--- config.mk ---
export PLATFORM = sky130hd
export DESIGN_NAME = uart_rx
export DESIGN_NICKNAME = d
export VERILOG_FILES = /design/src/rtl/uart_pkg.sv /design/src/rtl/sync_2ff.sv /design/src/rtl/uart_rx.sv
export SDC_FILE = /design/constraint.sdc
export NUM_CORES = 1
export LEC_CHECK = 0
export ABC_CLOCK_PERIOD_IN_PS = 2400
export CORE_MARGIN = 2
export CORE_UTILIZATION = 50
export DETAILED_ROUTE_END_ITERATION = 7
export PLACE_DENSITY = 0.75
export RECOVER_POWER = 25
export SKIP_LAST_GASP = 1
export SLEW_MARGIN = 0
export SYNTH_ARGS = -nofsm -noshare
export SYNTH_HDL_FRONTEND = slang
export SYNTH_SLANG_ARGS = --single-unit
export TNS_END_PERCENT = 10
--- constraint.sdc ---
create_clock -name clk -period 2.4 [get_ports clk]
set_input_delay 0.24 -clock clk [delete_from_list [all_inputs] [get_ports clk]]
set_output_delay 0.24 -clock clk [all_outputs]
set_load 0.05 [all_outputs]
--- src/rtl/uart_pkg.sv ---
// Shared UART definitions: frame shape, receiver/transmitter FSM states and
// the bit-period helper used by both ends of the link.
package uart_pkg;

    localparam int DATA_BITS = 8;
    localparam int STOP_BITS = 1;

    typedef enum logic [1:0] {
        IDLE  = 2'd0,
        START = 2'd1,
        DATA  = 2'd2,
        STOP  = 2'd3
    } uart_state_e;

    // Integer divide truncates; the residual baud error is absorbed by mid-bit sampling.
    function automatic int clks_per_bit(input int clk_freq, input int baud);
        return clk_freq / baud;
    endfunction

endpackage

--- src/rtl/sync_2ff.sv ---
// Generic two-flop synchroniser for asynchronous input pins; the reset value
// matches the pin's idle level so no false edge appears when reset releases.
module sync_2ff #(
    parameter logic RST_VAL = 1'b1
) (
    input  logic clk,
    input  logic rst,
    input  logic d_i,
    output logic q_o
);

    logic meta_q;
    logic sync_q;

    always_ff @(posedge clk or posedge rst) begin
        if (rst) begin
            meta_q <= RST_VAL;
            sync_q <= RST_VAL;
        end else begin
            meta_q <= d_i;
            sync_q <= meta_q;
        end
    end

    assign q_o = sync_q;

endmodule

--- src/rtl/uart_rx.sv ---
// 8N1 UART receiver: falling-edge start detect, mid-bit sampling, stop check,
// and a single-entry valid/ready holding register with overrun reporting.
module uart_rx
    import uart_pkg::*;
#(
    parameter int CLK_FREQ = 100_000_000,
    parameter int BAUD     = 115_200
) (
    input  logic        clk,
    input  logic        rst,
    input  logic        rx,
    output logic [7:0]  rx_data,
    output logic        rx_valid,
    input  logic        rx_ready,
    output logic        frame_err,
    output logic        overrun,
    output uart_state_e state_dbg
);

    localparam int CLKS_PER_BIT = clks_per_bit(CLK_FREQ, BAUD);
    localparam int CNT_W        = $clog2(CLKS_PER_BIT);
    localparam int IDX_W        = $clog2(DATA_BITS);

    localparam logic [CNT_W-1:0] CNT_HALF = CNT_W'(CLKS_PER_BIT / 2 - 1);
    localparam logic [CNT_W-1:0] CNT_FULL = CNT_W'(CLKS_PER_BIT - 1);
    localparam logic [CNT_W-1:0] CNT_ONE  = CNT_W'(1);
    localparam logic [IDX_W-1:0] IDX_LAST = IDX_W'(DATA_BITS - 1);
    localparam logic [IDX_W-1:0] IDX_ONE  = IDX_W'(1);

    logic                 rx_s;
    logic                 rx_s_prev_q;
    uart_state_e          state_q, state_d;
    logic [CNT_W-1:0]     cnt_q, cnt_d;
    logic [IDX_W-1:0]     idx_q, idx_d;
    logic [DATA_BITS-1:0] shift_q, shift_d;
    logic                 commit_q, commit_d;
    logic                 frame_err_q, frame_err_d;
    logic [7:0]           rx_data_q, rx_data_d;
    logic                 rx_valid_q, rx_valid_d;
    logic                 overrun_q, overrun_d;

    sync_2ff #(
        .RST_VAL(1'b1)
    ) u_rx_sync (
        .clk(clk),
        .rst(rst),
        .d_i(rx),
        .q_o(rx_s)
    );

    always_ff @(posedge clk or posedge rst) begin
        if (rst) begin
            rx_s_prev_q <= 1'b1;
            state_q     <= IDLE;
            cnt_q       <= '0;
            idx_q       <= '0;
            shift_q     <= '0;
            commit_q    <= 1'b0;
            frame_err_q <= 1'b0;
            rx_data_q   <= '0;
            rx_valid_q  <= 1'b0;
            overrun_q   <= 1'b0;
        end else begin
            rx_s_prev_q <= rx_s;
            state_q     <= state_d;
            cnt_q       <= cnt_d;
            idx_q       <= idx_d;
            shift_q     <= shift_d;
            commit_q    <= commit_d;
            frame_err_q <= frame_err_d;
            rx_data_q   <= rx_data_d;
            rx_valid_q  <= rx_valid_d;
            overrun_q   <= overrun_d;
        end
    end

    // Frame FSM. Only a high-to-low transition starts a frame, so a line stuck
    // low after a framing error stays quiet until it recovers.
    always_comb begin
        state_d     = state_q;
        cnt_d       = cnt_q;
        idx_d       = idx_q;
        shift_d     = shift_q;
        commit_d    = 1'b0;
        frame_err_d = 1'b0;
        unique case (state_q)
            IDLE: begin
                if (!rx_s && rx_s_prev_q) begin
                    state_d = START;
                    cnt_d   = CNT_HALF;
                end
            end
            START: begin
                if (cnt_q == '0) begin
                    if (rx_s) begin
                        state_d = IDLE;
                    end else begin
                        state_d = DATA;
                        cnt_d   = CNT_FULL;
                        idx_d   = '0;
                    end
                end else begin
                    cnt_d = cnt_q - CNT_ONE;
                end
            end
            DATA: begin
                if (cnt_q == '0) begin
                    shift_d[idx_q] = rx_s;
                    cnt_d          = CNT_FULL;
                    if (idx_q == IDX_LAST) begin
                        state_d = STOP;
                    end else begin
                        idx_d = idx_q + IDX_ONE;
                    end
                end else begin
                    cnt_d = cnt_q - CNT_ONE;
                end
            end
            STOP: begin
                if (cnt_q == '0) begin
                    state_d     = IDLE;
                    commit_d    = rx_s;
                    frame_err_d = !rx_s;
                end else begin
                    cnt_d = cnt_q - CNT_ONE;
                end
            end
            default: state_d = IDLE;
        endcase
    end

    // Holding register: a commit wins over a same-cycle drain, and a commit
    // into an undrained register drops the new byte rather than the old one.
    always_comb begin
        rx_data_d  = rx_data_q;
        rx_valid_d = rx_valid_q;
        overrun_d  = 1'b0;
        if (rx_valid_q && rx_ready) begin
            rx_valid_d = 1'b0;
        end
        if (commit_q) begin
            if (!rx_valid_q || rx_ready) begin
                rx_data_d  = shift_q;
                rx_valid_d = 1'b1;
            end else begin
                overrun_d = 1'b1;
            end
        end
    end

    assign rx_data   = rx_data_q;
    assign rx_valid  = rx_valid_q;
    assign frame_err = frame_err_q;
    assign overrun   = overrun_q;
    assign state_dbg = state_q;

endmodule

# Word level (Yosys, flattened, before mapping)
# Cells that the tools add are included.
# word_totals
regBits,38
latch_bits,0
in_bits,4
mem_bits_rw,0
mem_count,0
rom_bits,0
# op_classes
addsub,2
n_shift,0
div,0
n_reduce_logical,14
n_lt_le_gt_ge,2
eq_ne,13
n_bitwise,0
muxes,30
mul,0
# ops
cell,n
10-bit two-way mux,5
10-bit case mux with 4 select lines,1
2-bit inequality test (second input constant),8
2-bit two-way mux,6
3-bit two-way mux,4
10-bit zero test,1
1-bit two-way mux,10
5-bit AND reduction,2
10-bit by 1-bit subtractor with 10-bit output (second input constant),1
8-bit bitwise mux,1
2-bit case mux with 4 select lines,1
3-bit case mux with 2 select lines,1
2-bit equality test (second input constant),2
3-bit by 4-bit less-than comparator with 1-bit output (second input constant),1
2-bit AND reduction,2
3-bit by 1-bit adder with 3-bit output (second input constant),1
1-bit demux with 3-bit select,1
3-bit equality test (second input constant),1
3-bit by 1-bit greater-or-equal comparator with 1-bit output (second input constant),1
1-bit logical AND,3
3-bit inequality test (second input constant),1
3-bit AND reduction,1
2-bit by 1-bit equality test with 1-bit output (second input constant),1
1-bit zero test,2
other kinds (3),3

# Depth between registers and ports, before layout
# logic_depth
ltp_word,5
depth_mapped,8
ltp_nobuf,6

# By module
# Synthesis repeated with hierarchy kept, for this count alone.
# hier_totals
cells_unflattened,191
hier_area_um2,2047.0
# modules_own_cells
module,n_inst,cells_per_inst,area_per_inst_um2
uart_rx,1,188,1990.7
sync_2ff,1,3,56.3

# Worst setup path before layout
# OpenSTA, ideal clock, no wires.
# synth_path
path_kind,reg2reg
from,reg with a tool-made name
to,reg cnt_q[5]
setup_time_ns,0.126
path_stages_with_launch,9
path_slack_ns,0.080
t_arrival_ns,2.193
n_path_buf,2
path_cell_list,dfrtp_1 > inv_1 > ha_1 > a21oi_1 > and4b_1 > buf_4 > or2_1 > buf_4 > o32a_1
# synth_rtl
item,line,source
"end signal, assigned",uart_rx.sv:66,cnt_q <= cnt_d;
"end, declared",uart_rx.sv:33,"logic [CNT_W-1:0] cnt_q, cnt_d;"

# Worst setup path after layout
# layout_path
from,reg cnt_q[0]
to,reg shift_q[1]
# layout_via
elab_chain_len,2
# layout_rtl
item,line,source
10-bit zero test,uart_rx.sv:107,if (cnt_q == '0) begin
2-bit AND reduction (no line),-,
"end signal, assigned",uart_rx.sv:68,shift_q <= shift_d;
"end, declared",uart_rx.sv:35,"logic [DATA_BITS-1:0] shift_q, shift_d;"
# No other way between the ends.
# A chain may end at the register's enable or synchronous reset.

==> flow_metrics.tcl <==
set metrics [dict create \
    r2r_cells 7 \
    max_freq_mhz 466 \
    rows 23 \
    synthArstFlopShare_pct 100 \
    finalCritPeriodShare_pct 89.4 \
    multi_input_area_sq_um 976 \
    cts_hold_buf 0 \
    drc 0 \
    final.setup_skew_ns 0.00921 \
    synthCells 191 \
    nets 225 \
    period_minus_slack_ns 2.14 \
    grt_max_degree 39 \
    tns_ns 0 \
    initial_utilization_pct 51.5 \
    vias 1600 \
    rr_endpoint "shift_q[1]" \
    dp_hpwl_um 2810 \
    grt_overflow 0 \
    placed_area_sq_mm 0.00224 \
    grt_setup_unrepaired "false" \
    met3WireLength_um 191 \
    cts_setup_buffers 0 \
    worst-path-stages 7 \
    maxSlewViolCount 0 \
    place_congestion 0.855 \
    n_antenna_cell 0 \
    r2r_start "cnt_q[0]" \
    die_y_um 67.8 \
    cts_root_buf "clkbuf_8" \
    finalPower_mw 2.64 \
    netlist.top_cell.by_area "dfrtp_1" \
    worstPathArrival_ns 2.32 \
    pin_count 17 \
    grt_pass1_vias 1458 \
    drive_gt1_share_pct 16.9 \
    drt_iter0_markers 134 \
    antenna_left 0 \
    clk_pin_slew_worst_paths_ns 0.08 \
    slew_headroom_pct 40.3 \
    wl_met2_um 1880 \
    ys_seq_elements 38 \
    post-place-ws_ns 0.171 \
    synth_ff_type "dfrtp_1" \
    gr-usage-all-layers_pct 19.7 \
    wl_per_cell_um 15.2 \
    syn_nets 204 \
    most-common-layout-cells "dfrtp_1, inv_1, nand2_1, mux2_2, clkdlybuf4s50_1" \
    crit_path_cell_trace "inv_1, ha_1, nor4b_4, buf_4, nand3_4, nor4_1, mux2_2" \
    die_w_um 67.8 \
    p_leak_nw 1.03 \
    cts_tree "yes" \
    hold_viol_final 0 \
    max_cap_violations 0 \
    crit_family "simple AND/OR/NAND/NOR gates" \
    placed_cells 254 \
    cts_resized 0 \
    clk_latency_ns 0.30 \
    status "finished, final reports clean" \
    startpoint_type "flip-flop" \
    area_growth_pct 16.4 \
    endpoint "shift_q[1]" \
    ys_warn_count 0 \
    netlist_area_sq_mm 0.00203 \
    final_cells 263 \
    netlist.area_leader.share_pct 43.1 \
    top_layer "met4" \
    routed_wl_um 4000 \
    cts_buffers 5 \
    num-fill-cells 314 \
    syn_avg_cell_area_sq_um 10.6 \
    setup_viol 0 \
    p_per_area_mw_per_mm2 1120 \
    critPathMaxFanout 10 \
    post-route-cell-area_sq_mm 0.00236 \
    synth_area_leaders "dfrtp_1, mux2_2, ha_1" \
    crit_path_end_kind "flip-flop" \
    antenna_found_initial 0 \
    min-delay-path-class "reg2reg" \
    ir_drop_uv 672 \
    worst_slack_ns 0.255 \
    clkSinkCount 38 \
    cp.buffers_inverters 2 \
    r2r_setup_slack_ns 0.26 \
    drt_pass1_iterations 4 \
    synth-edff-count 0 \
    regArea_sq_um 955 \
    worst_pin_slew_ns 0.895 \
    htreeDepth 2 \
    grt_pass1_wl_um 6660 \
    clockBufferDepth 2 \
    critical_path_class "reg2reg" \
    portBuffers 16 \
    slowest_stage "dfrtp_1" \
    coreArea_sq_mm 0.00394 \
    ys_seq_area_share_pct 47.0 \
    layout_commonest_cell "dfrtp_1" \
    crit_start "cnt_q[0]" \
    die-area_sq_mm 0.00459 \
    required_ns 2.58 \
    critPathMaxStageDelay_ns 0.39 \
    wl_met1_um 1860 \
    synth_cell_types 46 \
    viasPerCell 6.08 \
]
cell usage after synthesis (all sizes together) (2+ instances only):
cell type and number:
dfrtp 35, nor2 9, dfstp 3, ha 9, mux2 13, nand3 3
o22a 2, clkbuf 4, or3 2, buf 3, a21oi 8, inv 16
nor3 11, o21ai 5, nor4b 2, o32a 3, mux2i 5, o211ai 2
or2 3, a211oi 6, nand2 13, nor4 2, nand2b 3, o31ai 3
a31oi 2, o32ai 2, nand4 5, a41oi 4
kinds of logic (layout without fill, tap and decap cells):
kind of cell               Yosys count  count (layout)  synth area share (%)
and+or+nand+nor                     59              59                  16.9
AOI/OAI and AO/OA                   44              44                  15.9
DFF                                 38              38                  47.0
buffers and inverters               23              45                  4.99
muxes                               18              18                  9.67
adders and majority gates            9               9                  5.54
metrics by stage:
| stage | hold slack (ns) | utilization, % |
|---|---|---|
| 2_1_floorplan | 0.244 | - |
| 3_3_place_gp | 0.351 | 56.9 |
| 3_5_place_dp | 0.351 | 56.9 |
| 4_1_cts | 0.354 | 59.9 |
| 5_1_grt | 0.379 | 60.0 |
| 6_report | 0.370 | 60.0 |
flip-flops by register name, summed over array words and instances, names as in the netlist, named ones only:
signal	cells
idx_q	3
rx_data	8
state_dbg	1
cnt_q	10
overrun	1
u_rx_sync.meta_q	1
rx_s_prev_q	1
commit_q	1
shift_q	8
rx_valid	1
frame_err	1
u_rx_sync.q_o	1
layer usage:
metal	vias up	GRT usage, %
met2	40	29.5
met5	-	0
li1	755	-
met1	798	25.9
met4	0	10.5
met3	7	5.17
cell type report:
type	instances	share of cell area (%)
clock buffers	7	3.65
clock inverters	1	1.27
inverters	16	2.54
multi-input cells	130	41.3
flip-flops and latches	38	40.4
well taps	50	2.65
repair buffers	21	8.25
power breakdown:
part,switching (mW),total (mW),internal [mW]
logic,0.703,1.21,0.506
registers,0.127,0.869,0.742
clock network,0.226,0.565,0.339
total,1.06,2.64,1.59
worst min-delay path by stage:
stage | start | to | slack (ns) | depth (start not counted)
floorplan | rx | u_rx_sync.meta_q | 0.24 | 0
global placement | u_rx_sync.meta_q | u_rx_sync.q_o | 0.35 | 0
detailed placement | u_rx_sync.meta_q | u_rx_sync.q_o | 0.35 | 0
CTS | rx | u_rx_sync.meta_q | 0.35 | 1
global route | u_rx_sync.meta_q | u_rx_sync.q_o | 0.38 | 0
finish | u_rx_sync.meta_q | u_rx_sync.q_o | 0.37 | 0
Power figures use the tool's default switching activity.
